File: src/rtl/jpeg_rle_symbol_encoder_if.sv
// Handshake bundle between the quantizer, the run/size symbol encoder and the Huffman stage.
interface jpeg_rle_symbol_encoder_if #(
    parameter int COEF_W = 11,
    parameter int AMP_W  = 11
);
    logic                     dc_clr;
    logic                     in_valid;
    logic                     in_ready;
    logic signed [COEF_W-1:0] in_coef;
    logic                     out_valid;
    logic                     out_ready;
    logic [3:0]               out_run;
    logic [3:0]               out_size;
    logic [AMP_W-1:0]         out_amp;
    logic                     out_dc;
    logic                     out_eob;

    modport master (
        output dc_clr, in_valid, in_coef, out_ready,
        input  in_ready, out_valid, out_run, out_size, out_amp, out_dc, out_eob
    );

    modport slave (
        input  dc_clr, in_valid, in_coef, out_ready,
        output in_ready, out_valid, out_run, out_size, out_amp, out_dc, out_eob
    );
endinterface

File: src/rtl/jpeg_rle_symbol_encoder.sv
// JPEG entropy front end: DC prediction, zero-run counting, ZRL/EOB insertion,
// one output register so every accepted coefficient's symbol appears next cycle.
module jpeg_rle_symbol_encoder #(
    parameter int COEF_W = 11,
    parameter int AMP_W  = 11
) (
    input logic                       clk,
    input logic                       rst,
    jpeg_rle_symbol_encoder_if.slave  bus
);
    typedef enum logic [1:0] {S_DC, S_AC, S_ZRL} state_e;

    state_e                   state_q, state_d;
    logic signed [COEF_W-1:0] pred_q, pred_d;
    logic signed [COEF_W-1:0] hold_q, hold_d;
    logic [5:0]               idx_q, idx_d;
    logic [3:0]               zrun_q, zrun_d;
    logic [1:0]               zpend_q, zpend_d;

    logic                     out_valid_q, out_valid_d;
    logic [3:0]               out_run_q, out_run_d;
    logic [3:0]               out_size_q, out_size_d;
    logic [AMP_W-1:0]         out_amp_q, out_amp_d;
    logic                     out_dc_q, out_dc_d;
    logic                     out_eob_q, out_eob_d;

    logic                     slot, accept, coef_zero, last;
    logic                     emit, emit_dc, emit_eob;
    logic [3:0]               emit_run;
    logic signed [COEF_W:0]   sym_val;
    logic [3:0]               sym_size;

    function automatic logic [3:0] size_of(input logic signed [COEF_W:0] v);
        logic [COEF_W:0] mag;
        logic [3:0]      s;
        mag = v[COEF_W] ? -v : v;
        s   = '0;
        for (int unsigned i = 0; i <= COEF_W; i++)
            if (mag[i]) s = 4'(i + 1);
        return s;
    endfunction

    // Negative values carry the one's complement of |v|, i.e. (v-1) truncated.
    function automatic logic [AMP_W-1:0] amp_of(input logic signed [COEF_W:0] v,
                                                input logic [3:0]          s);
        logic [AMP_W-1:0] t;
        logic [AMP_W-1:0] mask;
        t    = AMP_W'(v[COEF_W] ? v - {{COEF_W{1'b0}}, 1'b1} : v);
        mask = ~({AMP_W{1'b1}} << s);
        return t & mask;
    endfunction

    assign slot         = !out_valid_q || bus.out_ready;
    assign bus.in_ready = slot && (state_q != S_ZRL);
    assign accept       = bus.in_valid && bus.in_ready;
    assign coef_zero    = (bus.in_coef == '0);
    assign last         = (idx_q == 6'd63);

    always_ff @(posedge clk) begin
        if (rst) begin
            state_q     <= S_DC;
            pred_q      <= '0;
            hold_q      <= '0;
            idx_q       <= '0;
            zrun_q      <= '0;
            zpend_q     <= '0;
            out_valid_q <= 1'b0;
            out_run_q   <= '0;
            out_size_q  <= '0;
            out_amp_q   <= '0;
            out_dc_q    <= 1'b0;
            out_eob_q   <= 1'b0;
        end else begin
            state_q     <= state_d;
            pred_q      <= pred_d;
            hold_q      <= hold_d;
            idx_q       <= idx_d;
            zrun_q      <= zrun_d;
            zpend_q     <= zpend_d;
            out_valid_q <= out_valid_d;
            out_run_q   <= out_run_d;
            out_size_q  <= out_size_d;
            out_amp_q   <= out_amp_d;
            out_dc_q    <= out_dc_d;
            out_eob_q   <= out_eob_d;
        end
    end

    always_comb begin
        state_d  = state_q;
        pred_d   = pred_q;
        hold_d   = hold_q;
        idx_d    = idx_q;
        zrun_d   = zrun_q;
        zpend_d  = zpend_q;
        emit     = 1'b0;
        emit_dc  = 1'b0;
        emit_eob = 1'b0;
        emit_run = '0;
        sym_val  = '0;
        if (state_q == S_DC && bus.dc_clr) pred_d = '0;
        case (state_q)
            S_DC: begin
                if (accept) begin
                    sym_val = {bus.in_coef[COEF_W-1], bus.in_coef}
                            - (bus.dc_clr ? '0 : {pred_q[COEF_W-1], pred_q});
                    emit    = 1'b1;
                    emit_dc = 1'b1;
                    pred_d  = bus.in_coef;
                    idx_d   = idx_q + 6'd1;
                    state_d = S_AC;
                end
            end
            S_AC: begin
                if (accept) begin
                    idx_d = idx_q + 6'd1;
                    if (coef_zero) begin
                        if (last) begin
                            emit     = 1'b1;
                            emit_eob = 1'b1;
                            zrun_d   = '0;
                            zpend_d  = '0;
                            state_d  = S_DC;
                        end else if (zrun_q == 4'd15) begin
                            zrun_d  = '0;
                            zpend_d = zpend_q + 2'd1;
                        end else begin
                            zrun_d = zrun_q + 4'd1;
                        end
                    end else if (zpend_q == '0) begin
                        emit     = 1'b1;
                        emit_run = zrun_q;
                        sym_val  = {bus.in_coef[COEF_W-1], bus.in_coef};
                        zrun_d   = '0;
                        if (last) state_d = S_DC;
                    end else begin
                        hold_d  = bus.in_coef;
                        state_d = S_ZRL;
                    end
                end
            end
            S_ZRL: begin
                if (slot) begin
                    emit = 1'b1;
                    if (zpend_q != '0) begin
                        emit_run = 4'd15;
                        zpend_d  = zpend_q - 2'd1;
                    end else begin
                        emit_run = zrun_q;
                        sym_val  = {hold_q[COEF_W-1], hold_q};
                        zrun_d   = '0;
                        // idx has already wrapped when the held coefficient closed the block
                        state_d  = (idx_q == '0) ? S_DC : S_AC;
                    end
                end
            end
            default: state_d = S_DC;
        endcase
    end

    assign sym_size = size_of(sym_val);

    always_comb begin
        out_valid_d = out_valid_q;
        out_run_d   = out_run_q;
        out_size_d  = out_size_q;
        out_amp_d   = out_amp_q;
        out_dc_d    = out_dc_q;
        out_eob_d   = out_eob_q;
        if (slot) begin
            out_valid_d = emit;
            if (emit) begin
                out_run_d  = emit_run;
                out_size_d = sym_size;
                out_amp_d  = amp_of(sym_val, sym_size);
                out_dc_d   = emit_dc;
                out_eob_d  = emit_eob;
            end
        end
    end

    assign bus.out_valid = out_valid_q;
    assign bus.out_run   = out_run_q;
    assign bus.out_size  = out_size_q;
    assign bus.out_amp   = out_amp_q;
    assign bus.out_dc    = out_dc_q;
    assign bus.out_eob   = out_eob_q;
endmodule

File: src/flat_wrapper.sv
// flat-port wrapper written by rule: the top's interface ports become plain ports
module jpeg_rle_symbol_encoder_flat 
#(
    parameter int COEF_W = 11,
    parameter int AMP_W  = 11
)
  (clk, rst, bus_dc_clr, bus_in_valid, bus_in_coef, bus_out_ready, bus_in_ready, bus_out_valid, bus_out_run, bus_out_size, bus_out_amp, bus_out_dc, bus_out_eob);
  jpeg_rle_symbol_encoder_if #(.COEF_W(COEF_W), .AMP_W(AMP_W)) bus_i ();
  input logic clk;
  input logic rst;
  input wire logic [$bits(bus_i.dc_clr)-1:0] bus_dc_clr;
  input wire logic [$bits(bus_i.in_valid)-1:0] bus_in_valid;
  input wire logic [$bits(bus_i.in_coef)-1:0] bus_in_coef;
  input wire logic [$bits(bus_i.out_ready)-1:0] bus_out_ready;
  output wire logic [$bits(bus_i.in_ready)-1:0] bus_in_ready;
  output wire logic [$bits(bus_i.out_valid)-1:0] bus_out_valid;
  output wire logic [$bits(bus_i.out_run)-1:0] bus_out_run;
  output wire logic [$bits(bus_i.out_size)-1:0] bus_out_size;
  output wire logic [$bits(bus_i.out_amp)-1:0] bus_out_amp;
  output wire logic [$bits(bus_i.out_dc)-1:0] bus_out_dc;
  output wire logic [$bits(bus_i.out_eob)-1:0] bus_out_eob;
  assign bus_i.dc_clr = bus_dc_clr;
  assign bus_i.in_valid = bus_in_valid;
  assign bus_i.in_coef = bus_in_coef;
  assign bus_i.out_ready = bus_out_ready;
  assign bus_in_ready = bus_i.in_ready;
  assign bus_out_valid = bus_i.out_valid;
  assign bus_out_run = bus_i.out_run;
  assign bus_out_size = bus_i.out_size;
  assign bus_out_amp = bus_i.out_amp;
  assign bus_out_dc = bus_i.out_dc;
  assign bus_out_eob = bus_i.out_eob;
  jpeg_rle_symbol_encoder #(.COEF_W(COEF_W), .AMP_W(AMP_W)) u_core (.clk(clk), .rst(rst), .bus(bus_i));
endmodule
File: config.mk
export PLATFORM = sky130hd
export DESIGN_NAME = jpeg_rle_symbol_encoder_flat
export DESIGN_NICKNAME = d
export VERILOG_FILES = /design/src/rtl/jpeg_rle_symbol_encoder_if.sv /design/src/rtl/jpeg_rle_symbol_encoder.sv /design/src/flat_wrapper.sv
export SDC_FILE = /design/constraint.sdc
export NUM_CORES = 1
export LEC_CHECK = 0
export BUFFER_PORTS_ARGS = -buffer_cell sky130_fd_sc_hd__buf_2
export CAP_MARGIN = 20
export CORE_MARGIN = 1.5
export CORE_UTILIZATION = 35
export CTS_BUF_LIST = sky130_fd_sc_hd__clkbuf_16
export CTS_CLUSTER_SIZE = 30
export DETAILED_ROUTE_END_ITERATION = 7
export PLACE_DENSITY = 0.63
export SLEW_MARGIN = 20
export SYNTH_ARGS = -nofsm -noshare
export SYNTH_HDL_FRONTEND = slang
export SYNTH_SLANG_ARGS = --single-unit
export TNS_END_PERCENT = 30
File: constraint.sdc
create_clock -name clk -period 5.1 [get_ports clk]
set_input_delay 0.51 -clock clk [delete_from_list [all_inputs] [get_ports clk]]
set_output_delay 0.51 -clock clk [all_outputs]
set_load 0.1 [all_outputs]
==> impl_metrics.xml <==
<?xml version="1.0" encoding="UTF-8"?>
<metrics>
  <group name="timing">
    <metric name="timing.clock.skew" unit="ns">0.00438</metric>
    <metric name="final_min_period_over_clock_period" unit="">0.894</metric>
    <metric name="finalMaxSlewViolations" unit="">0</metric>
    <metric name="setup_viol" unit="">0</metric>
    <metric name="timing.slew.headroom" unit="">0.314</metric>
    <metric name="final_period_minus_worst_setup_slack" unit="ns">4.56</metric>
    <metric name="worst_margin_slew" unit="ns">1.03</metric>
    <metric name="finalSetupTns" unit="ns">0</metric>
    <metric name="grt_setup_unrepaired" unit="">no</metric>
    <metric name="hold_viol_final" unit="">0</metric>
    <metric name="fmax" unit="GHz">0.219</metric>
  </group>
  <group name="final_layout">
    <metric name="multi_input_comb_area" unit="um2">3000</metric>
    <metric name="design.final.nets" unit="">645</metric>
    <metric name="areaGrowthSynthToFinish" unit="%">15.5</metric>
    <metric name="postLayoutCellArea" unit="um2">5050</metric>
    <metric name="post_route_cells_drive_above_1_share" unit="">0.132</metric>
    <metric name="diodes" unit="">0</metric>
    <metric name="fillCellCount" unit="">1270</metric>
    <metric name="ff_latch_area" unit="um2">1160</metric>
  </group>
  <group name="routing">
    <metric name="totalWireLength" unit="um">13200</metric>
    <metric name="route.vias.total" unit="">4481</metric>
    <metric name="routed_wire_length_per_instance" unit="um">16.9</metric>
    <metric name="drt_first_iter_violations" unit="">351</metric>
    <metric name="initial_drt_pass_iterations" unit="">5</metric>
    <metric name="drc" unit="">0</metric>
    <metric name="via_per_inst" unit="">5.74</metric>
    <metric name="ant_nets" unit="">0</metric>
  </group>
  <group name="setup_path">
    <metric name="end_kind" unit="">flip-flop</metric>
    <metric name="critical_path_class" unit="">flip-flop to flip-flop</metric>
    <metric name="critical_path.startpoint_type" unit="">flip-flop</metric>
    <metric name="cp.required" unit="ns">5.27</metric>
    <metric name="worst_path_maximum_fanout" unit="">15</metric>
    <metric name="worstPathArrival" unit="ns">4.72</metric>
  </group>
  <group name="logic_synthesis">
    <metric name="synth.lib_cells_used.distinct" unit="">70</metric>
    <metric name="mean_cell_area_of_the_mapped_netlist" unit="um2">7.53</metric>
    <metric name="synth-edff-count" unit="">0</metric>
    <metric name="synth-main-ff-cell" unit="">sky130_fd_sc_hd__dfxtp_1</metric>
    <metric name="netlist_instances" unit="">581</metric>
    <metric name="postSynthRegisterBits" unit="">58</metric>
    <metric name="synthesis.yosys.warnings" unit="">0</metric>
    <metric name="synth.cell_area" unit="um2">4370</metric>
    <metric name="mappedNetlistNets" unit="">618</metric>
    <metric name="ys_async_sr_fraction" unit="">0</metric>
    <metric name="yosysSeqAreaShare" unit="">0.266</metric>
  </group>
  <group name="placement">
    <metric name="finalWeightedCongestion" unit="">0.873</metric>
    <metric name="place_hpwl" unit="um">9640</metric>
    <metric name="buffer_ports.inserted" unit="">38</metric>
    <metric name="placed_cell_area" unit="um2">4700</metric>
  </group>
  <group name="floorplan">
    <metric name="placementRows" unit="">40</metric>
    <metric name="design.portCount" unit="">39</metric>
    <metric name="floorplan.die.width" unit="um">115</metric>
    <metric name="fp.coreArea" unit="um2">12100</metric>
    <metric name="start_util" unit="">0.361</metric>
    <metric name="fp.dieArea" unit="um2">13200</metric>
    <metric name="die-height" unit="um">115</metric>
  </group>
  <group name="run_status">
    <metric name="run_status" unit="">finished, final reports clean</metric>
  </group>
  <group name="grt">
    <metric name="grt_pass1_wl" unit="um">21500</metric>
    <metric name="antenna_found_initial" unit="">0</metric>
    <metric name="grt_start_max_net_pins" unit="">55</metric>
    <metric name="grt_util_all_layers" unit="">0.207</metric>
    <metric name="globalRoute.totalOverflow" unit="">0</metric>
    <metric name="grt_pass1_vias" unit="">4257</metric>
  </group>
  <group name="clocking">
    <metric name="cts-buffers-inserted" unit="">9</metric>
    <metric name="postCtsSetupRepairBufs" unit="">0</metric>
    <metric name="max-clock-path-buffers" unit="">2</metric>
    <metric name="tritoncts" unit="">done</metric>
    <metric name="clkSlewWorstSetupHoldPaths" unit="ns">0.06</metric>
    <metric name="clock_sink_count" unit="">58</metric>
    <metric name="post_cts_resize_count" unit="">0</metric>
    <metric name="worst_skew_pair.late_latency" unit="ns">0.33</metric>
    <metric name="post_cts_hold_buffer_count" unit="">0</metric>
    <metric name="cts.root.buffer_cell" unit="">sky130_fd_sc_hd__clkbuf_16</metric>
    <metric name="ctsHtreeMaxLevel" unit="">3</metric>
  </group>
  <group name="hold_path">
    <metric name="min_path_type" unit="">flip-flop to flip-flop</metric>
  </group>
  <group name="power_and_ir_drop">
    <metric name="totalPowerFinal" unit="mW">3.41</metric>
    <metric name="p_leak" unit="nW">2.02</metric>
    <metric name="powerDensity" unit="nW/um2">675</metric>
    <metric name="worst_ir_drop_vdd" unit="mV">0.218</metric>
  </group>
  <group name="job">
    <metric name="cap_violations" unit="">0</metric>
  </group>
</metrics>
cell usage in the layout, fill, tap and decap left out, drive strengths merged, types with 12 or more instances in the layout:
cell type	count
nand3	30
o21ai	22
nand2	64
nand2b	19
inv	17
dfxtp	58
nor3	14
ha	20
xnor2	12
a21oi	53
nor2	65
buf	49
through the flow:
step	util	setup slack, ns	hold WS [ns]	std cells
2_1_floorplan	-	0.796	0.443	581
3_3_place_gp	0.388	0.667	0.442	765
3_5_place_dp	0.388	0.599	0.443	765
4_1_cts	0.417	0.573	0.451	781
5_1_grt	0.417	0.130	0.468	781
6_report	0.417	0.543	0.447	781
synth_stat cells (all sizes together) (12+ instances only):
cell type,n,share of area
buf,12,0.017
nor3,14,0.016
o21ai,22,0.025
xnor2,12,0.024
nand2b,19,0.027
ha,20,0.057
a21oi,53,0.061
nor2,65,0.056
nand2,64,0.055
inv,15,0.013
nand3,30,0.034
dfxtp,58,0.27
clkbuf,21,0.018
cell families (layout without fill, tap and decap cells):
logic type / count (synthesis) / in the layout / synth area share
AND/OR/NAND/NOR: 257 / 257 / 0.289
AO/OA/AOI/OAI: 165 / 165 / 0.266
flip-flops: 58 / 58 / 0.266
buffers and inverters: 48 / 80 / 0.0484
adder cells (fa/ha/maj): 21 / 21 / 0.0618
XOR/XNOR: 18 / 18 / 0.0361
multiplexers: 14 / 14 / 0.0329
cell type report:
type / count / share of cell area
inverters: 15 / 0.0111
clock buffers: 9 / 0.0446
well taps: 168 / 0.0416
flip-flops and latches: 58 / 0.230
multi-input cells: 475 / 0.594
clock inverters: 7 / 0.0248
repair buffers: 49 / 0.0540
path summary, 6_finish.rpt:
kind	startpoint	end	slack, ns	cells past startpoint
max	u_core.state_q[0]$_SDFFE_PP0P_	u_core.bus.out_amp[10]$_SDFFE_PP0P_	0.54	14
min	u_core.bus.out_size[0]$_SDFFE_PP0P_	u_core.bus.out_size[0]$_SDFFE_PP0P_	0.45	2
max reg2reg	u_core.state_q[0]$_SDFFE_PP0P_	u_core.bus.out_amp[10]$_SDFFE_PP0P_	0.54	14
min reg2reg	u_core.bus.out_size[0]$_SDFFE_PP0P_	u_core.bus.out_size[0]$_SDFFE_PP0P_	0.45	2
power by group:
group | switching (mW) | internal [mW]
combinational | 1.44 | 0.637
clock | 0.240 | 0.482
sequential | 0.0587 | 0.553
total | 1.74 | 1.67
registers in the layout, summed over array words and instances (netlist names):
register	cells
u_core.bus.out_amp	11
u_core.bus.out_run	4
u_core.bus.out_valid	1
u_core.bus.out_eob	1
u_core.zrun_q	4
u_core.bus.out_dc	1
u_core.zpend_q	2
u_core.idx_q	6
u_core.pred_q	11
u_core.state_q	2
u_core.hold_q	11
u_core.bus.out_size	4
layer usage:
metal,track usage,wire (um)
met5,0,0
met4,0.0905,391
met3,0.0406,585
met2,0.334,6110
met1,0.269,6080
critical path: stages (launching register included):
cell                       delay, ns
sky130_fd_sc_hd__dfxtp_1        0.38
sky130_fd_sc_hd__inv_1          0.08
sky130_fd_sc_hd__ha_1           0.36
sky130_fd_sc_hd__nor2b_1        0.30
sky130_fd_sc_hd__nand3_1        0.38
sky130_fd_sc_hd__or4_1          0.63
sky130_fd_sc_hd__and3_1         0.25
sky130_fd_sc_hd__and4_1         0.25
sky130_fd_sc_hd__o21ai_1        0.23
sky130_fd_sc_hd__mux2_2         0.38
sky130_fd_sc_hd__or3_1          0.43
sky130_fd_sc_hd__nor3b_2        0.29
sky130_fd_sc_hd__buf_4          0.21
sky130_fd_sc_hd__o31a_1         0.15
sky130_fd_sc_hd__a311oi_1       0.05
Note: power is estimated with default switching activity, not from simulation.
